[src/rtl/request_unit_pkg.sv]
// rtl/request_unit_pkg.sv - shared types and helpers for the request sequencer
package request_unit_pkg;

  typedef logic [31:0] word_t;

  typedef enum logic [2:0] {
    IDLE,
    FETCH,
    DECODE,
    MEM,
    HALT
  } reqstate_t;

  function automatic word_t word_align(input word_t addr);
    return {addr[31:2], 2'b00};
  endfunction

endpackage

[src/rtl/request_unit_wait_timer.sv]
// rtl/request_unit_wait_timer.sv - saturating wait counter with expiry flag
module request_unit_wait_timer #(
  parameter int LIMIT = 255
) (
  input  logic clk,
  input  logic rst_n,
  input  logic clr,
  input  logic inc,
  output logic expired
);

  localparam int W = (LIMIT < 1) ? 1 : $clog2(LIMIT + 1);
  localparam logic [W-1:0] MAX = W'(LIMIT);

  logic [W-1:0] cnt_q;
  logic [W-1:0] cnt_d;

  always_comb begin
    cnt_d = cnt_q;
    if (clr) begin
      cnt_d = '0;
    end else if (inc && (cnt_q != MAX)) begin
      cnt_d = cnt_q + 1'b1;
    end
  end

  always_ff @(posedge clk or negedge rst_n) begin
    if (!rst_n) begin
      cnt_q <= '0;
    end else begin
      cnt_q <= cnt_d;
    end
  end

  assign expired = (cnt_q == MAX);

endmodule

[src/rtl/request_unit.sv]
// rtl/request_unit.sv - PC owner and fetch/data request sequencer for a single-cycle CPU
module request_unit
  import request_unit_pkg::*;
#(
  parameter word_t PC_INIT    = 32'h0000_0000,
  parameter int    WAIT_LIMIT = 255
) (
  input  logic        CLK,
  input  logic        nRST,
  input  logic        ihit,
  input  logic [31:0] imemload,
  input  logic        dhit,
  input  logic        mem_read_req,
  input  logic        mem_write_req,
  input  logic        halt_req,
  input  logic [31:0] pc_next,
  output logic        iREN,
  output logic [31:0] imemaddr,
  output logic        dREN,
  output logic        dWEN,
  output logic [31:0] instruction,
  output logic        instr_valid,
  output logic        halt,
  output logic        stall_timeout
);

  reqstate_t state_q, state_d;
  word_t     pc_q, pc_d;
  word_t     instr_q, instr_d;
  logic      rd_q, rd_d;
  logic      wr_q, wr_d;
  logic      stall_q, stall_d;
  logic      wait_clr;
  logic      wait_inc;
  logic      wait_expired;

  always_comb begin
    state_d = state_q;
    pc_d    = pc_q;
    instr_d = instr_q;
    rd_d    = rd_q;
    wr_d    = wr_q;
    case (state_q)
      IDLE: state_d = FETCH;
      FETCH: begin
        if (ihit) begin
          instr_d = imemload;
          state_d = DECODE;
        end
      end
      DECODE: begin
        // halt beats load beats store; a simultaneous store request is dropped
        if (halt_req) begin
          state_d = HALT;
        end else if (mem_read_req) begin
          rd_d    = 1'b1;
          wr_d    = 1'b0;
          state_d = MEM;
        end else if (mem_write_req) begin
          rd_d    = 1'b0;
          wr_d    = 1'b1;
          state_d = MEM;
        end else begin
          pc_d    = word_align(pc_next);
          state_d = FETCH;
        end
      end
      MEM: begin
        if (dhit) begin
          pc_d    = word_align(pc_next);
          rd_d    = 1'b0;
          wr_d    = 1'b0;
          state_d = FETCH;
        end
      end
      HALT: state_d = HALT;
      default: state_d = IDLE;
    endcase
  end

  assign wait_clr = (state_d != state_q);
  assign wait_inc = ((state_q == FETCH) && !ihit) || ((state_q == MEM) && !dhit);
  assign stall_d  = stall_q | wait_expired;

  request_unit_wait_timer #(
    .LIMIT(WAIT_LIMIT)
  ) u_wait_timer (
    .clk    (CLK),
    .rst_n  (nRST),
    .clr    (wait_clr),
    .inc    (wait_inc),
    .expired(wait_expired)
  );

  always_ff @(posedge CLK or negedge nRST) begin
    if (!nRST) begin
      state_q <= IDLE;
      pc_q    <= PC_INIT;
      instr_q <= '0;
      rd_q    <= 1'b0;
      wr_q    <= 1'b0;
      stall_q <= 1'b0;
    end else begin
      state_q <= state_d;
      pc_q    <= pc_d;
      instr_q <= instr_d;
      rd_q    <= rd_d;
      wr_q    <= wr_d;
      stall_q <= stall_d;
    end
  end

  // All outputs come from registered state so no hit input reaches an enable combinationally
  assign iREN          = (state_q == FETCH);
  assign dREN          = (state_q == MEM) && rd_q;
  assign dWEN          = (state_q == MEM) && wr_q;
  assign imemaddr      = pc_q;
  assign instruction   = instr_q;
  assign instr_valid   = (state_q == DECODE) || (state_q == MEM);
  assign halt          = (state_q == HALT);
  assign stall_timeout = stall_q | wait_expired;

endmodule

[config.mk]
export PLATFORM = sky130hd
export DESIGN_NAME = request_unit
export DESIGN_NICKNAME = d
export VERILOG_FILES = /design/src/rtl/request_unit_pkg.sv /design/src/rtl/request_unit_wait_timer.sv /design/src/rtl/request_unit.sv
export SDC_FILE = /design/constraint.sdc
export NUM_CORES = 1
export LEC_CHECK = 0
export BUFFER_PORTS_ARGS = -buffer_cell sky130_fd_sc_hd__buf_4
export CAP_MARGIN = 20
export CORE_MARGIN = 3
export CORE_UTILIZATION = 42
export CTS_CLUSTER_SIZE = 10
export DETAILED_ROUTE_END_ITERATION = 6
export GPL_ROUTABILITY_DRIVEN = 0
export PLACE_DENSITY = 0.76
export SYNTH_ARGS = -nofsm -noshare
export SYNTH_HDL_FRONTEND = slang
export SYNTH_SLANG_ARGS = --single-unit
[constraint.sdc]
create_clock -name CLK -period 1.5 [get_ports CLK]
set_input_delay 0 -clock CLK [delete_from_list [all_inputs] [get_ports CLK]]
set_output_delay 0 -clock CLK [all_outputs]
set_load 0.02 [all_outputs]
==> run summary <==
FINAL LAYOUT
----------------------------------------------------------------------------------------
Count of non-filler cells in the finished layout ..........................          555
Ant. Diodes ...............................................................            0
Ratio of cells with drive above 1 in the final layout .....................        0.553
Signed area change from the synthesized netlist to the final layout .......        82.9%
Post-layout nets ..........................................................          526
Area taken by multi-input logic gates .....................................  0.00144 mm2
Register cell area after layout ...........................................  0.00190 mm2
# fillers .................................................................          358

TIMING
----------------------------------------------------------------------------------------
Fin. Hold Viols ...........................................................            0
Setup TNS Final ...........................................................     -5360 ps
Final Max Tran Viols ......................................................            0
Unrepaired setup endpoints after global routing ...........................          yes
Count of final setup violators ............................................           66
Crit share post-route .....................................................         1.09
Highest clock rate ........................................................      612 MHz
Final setup margin ........................................................      -135 ps
Worst clock skew ..........................................................      14.4 ps
Clock period minus worst slack ............................................      1640 ps

CLOCK NETWORK
----------------------------------------------------------------------------------------
Number of clock sinks .....................................................           76
Maximum buffer depth of the clock tree ....................................            2
Insertion delay to the later sink of the worst-skew pair ..................       350 ps
Deepest level of the CTS H-tree ...........................................            3
Clock slew at reported path FFs ...........................................        90 ps
Total clock buffers created by CTS ........................................            9
Clock root buffer master ..................................................     clkbuf_8
TritonCTS clock tree ......................................................        built

DETAILED ROUTING
----------------------------------------------------------------------------------------
Vias after detailed routing ...............................................         2817
DR iter-0 viols ...........................................................           70
Wire length after detailed routing ........................................     11300 um
Vias per cell .............................................................         5.08
Max Used Layer ............................................................         met4
WL met3 ...................................................................       733 um
Routed WL per cell ........................................................      20.3 um
Met1 Routed Length ........................................................      4420 um
1st-pass router iterations ................................................            4
DRC errors left ...........................................................            0
Final antenna-violating net count .........................................            0
Detailed route wirelength on metal2 .......................................      5890 um

SETUP PATH
----------------------------------------------------------------------------------------
Classification of the worst setup path ....................................   reg -> reg
Critical path endpoint category ...........................................     register
Critical Path AT ..........................................................      1880 ps
Source of the critical timing path ........................................ state_q[0]$_DFF_PN0_
RR Endpoint ............................................................... imemaddr[21]$_DFFE_PN0P_
Kind of start point of the critical path ..................................     register
Data required time of the worst path ......................................      1740 ps
Reg2reg start ............................................................. state_q[0]$_DFF_PN0_
Register-to-register setup slack ..........................................      -140 ps
Biggest fanout along the worst timing path ................................           11
Worst setup path endpoint ................................................. imemaddr[21]$_DFFE_PN0P_
Worst Reg2Reg Path Length in Cells ........................................            5

LOGIC SYNTHESIS
----------------------------------------------------------------------------------------
Count of mapped cells out of synthesis ....................................          220
Most common cell in the netlist ...........................................      dfrtp_1
Syn. warnings .............................................................            0
Sequential-to-total area share from yosys stat ............................        0.610
Most used flip-flop cell after synthesis ..................................      dfrtp_1
Synthesized area ..........................................................  0.00312 mm2
Async set or reset register ratio after synthesis .........................         1.00
Number of flops mapped to enable cells by yosys ...........................            0
Library cell with the largest summed area after synthesis .................      dfrtp_1
Commonest cells post-synth ................................................ dfrtp_1, mux2_1, a21oi_1, nor2_1
Main area contributors after synthesis .................................... dfrtp_1, mux2_1, a21oi_1
Flip-flop and latch count after synthesis .................................           76
Post-synth cell types .....................................................           34
Synthesized area divided by synthesized cell count ........................     14.2 um2
Fraction of post-synthesis cell area in the top cell type by area .........        0.610

GLOBAL ROUTING
----------------------------------------------------------------------------------------
Tot GR Track Use ..........................................................        0.223
Vias in the first global route ............................................         2956
Wire length of the first global-routing pass ..............................     14800 um
Final global-route overflow total .........................................            0
Pin count of the biggest net entering global routing ......................           36
Antenna violations before repair ..........................................            0

POWER
----------------------------------------------------------------------------------------
IR Drop Worst-Case VDD ....................................................      1.30 mV
Standby leakage power .....................................................      2.72 nW
Pwr per Cell Area .........................................................  1990 mW/mm2

MIN PATH
----------------------------------------------------------------------------------------
Hold/Removal Path Class ...................................................    in -> reg

FLOORPLAN
----------------------------------------------------------------------------------------
Initial Util ..............................................................        0.447
Floorplan die height ......................................................      92.2 um
Horizontal die dimension ..................................................      92.2 um
Total Die Area ............................................................  0.00849 mm2
Core region area ..........................................................  0.00698 mm2
Boundary Pins .............................................................          141
Number of rows created at floorplan .......................................           30

PLACEMENT
----------------------------------------------------------------------------------------
Count of buffers from port buffering ......................................          136
Placed cell count .........................................................          464
Total half-perimeter wirelength after legalization and detailed placement .      5670 um

FLOW RUN
----------------------------------------------------------------------------------------
Max Cap Viol ..............................................................            0

STATUS
----------------------------------------------------------------------------------------
Violations in the final reports ........................................... negative setup slack
Status .................................................................... finished with violations

per-layer routing:
layer	vias up	GRT usage
met4	0	0.0804
met2	113	0.405
met1	1432	0.247
li1	1250	-
met3	22	0.0648
met5	-	0
cell families after synthesis:
family          Yosys count  synth area share
flops                    76             0.610
mux                      65             0.234
simple gates             42            0.0774
compound gates           22            0.0466
buf+inv                  13            0.0273
fa+ha+maj                 1           0.00401
other cells               1           0.00120
stage by stage:
stage               power, W  cell area [um2]  utilization  setup slack (ps)  hold WS [ps]
finish                0.0113             5700        0.817              -135          60.3
floorplan            0.00598             3150            -              -139          -296
CTS                   0.0101             5330        0.764             -34.3          13.4
global route          0.0118             5700        0.817              -185          61.6
global placement     0.00808             4420        0.633             -4.37         -56.4
detailed placement   0.00825             4420        0.633             -59.0         -55.1
placed cells by master (no fill, tap or decap), types with 2 or more instances in the layout:
cell and count:
o31ai_1 3, a21oi_2 4, dfrtp_1 75, buf_6 4, and3_1 3, o21ai_1 2
nor2_4 3, nor2b_4 2, mux2i_1 3, a21oi_1 4, nand2b_1 4, buf_4 157
clkbuf_16 3, mux2_1 18, buf_12 4, clkbuf_8 10, dlygate4sd3_1 65, mux2_4 44
and2_1 3, inv_1 2, conb_1 2, nand2_1 4, o311ai_2 2, o21ai_0 2
nor2b_1 4, nor2_1 4
area by class of cell:
| cell class | count | share of cell area |
|---|---|---|
| repair buffers | 233 | 0.356 |
| well taps | 96 | 0.0211 |
| clock buffers | 11 | 0.0248 |
| flip-flops and latches | 76 | 0.334 |
| inverters | 2 | 0.00132 |
| clock inverters | 5 | 0.0105 |
| multi-input cells | 132 | 0.253 |
where the power goes:
group,switching [W],total [W],internal (W)
combinational,0.00287,0.00608,0.00322
sequential,0.000645,0.00363,0.00299
clock,0.000806,0.00163,0.000822
worst min-delay path by stage:
stage	slack, ps	end	from	depth (start not counted)
2_1_floorplan	-300	imemaddr[10]$_DFFE_PN0P_	nRST	0
3_3_place_gp	-60	imemaddr[22]$_DFFE_PN0P_	nRST	1
3_5_place_dp	-60	imemaddr[22]$_DFFE_PN0P_	nRST	1
4_1_cts	10	wr_q$_DFFE_PN0P_	mem_write_req	3
5_1_grt	60	wr_q$_DFFE_PN0P_	mem_write_req	3
6_report	60	state_q[1]$_DFF_PN0_	dhit	4
flip-flops by register name (all words and copies together), names as in the netlist:
signal	flops
stall_q	1
u_wait_timer.cnt_q	8
rd_q	1
state_q	3
wr_q	1
imemaddr	30
instruction	32
repair_timing:
item,4_1_cts,5_1_grt
hold buffers,65,0
endpoints found under the hold margin,141,0
resized for setup,11,64
pin swaps,1,5
endpoints found under the setup margin,42,71
gates cloned,0,3
setup buffers,4,4
critical path, cell delays in order, from the launching register on:
cell and delay (ps):
dfrtp_1 440, nor2_2 180, a21oi_2 90, nor2_4 260, clkbuf_16 230, mux2_1 330
(Power assumes the default switching activity.)
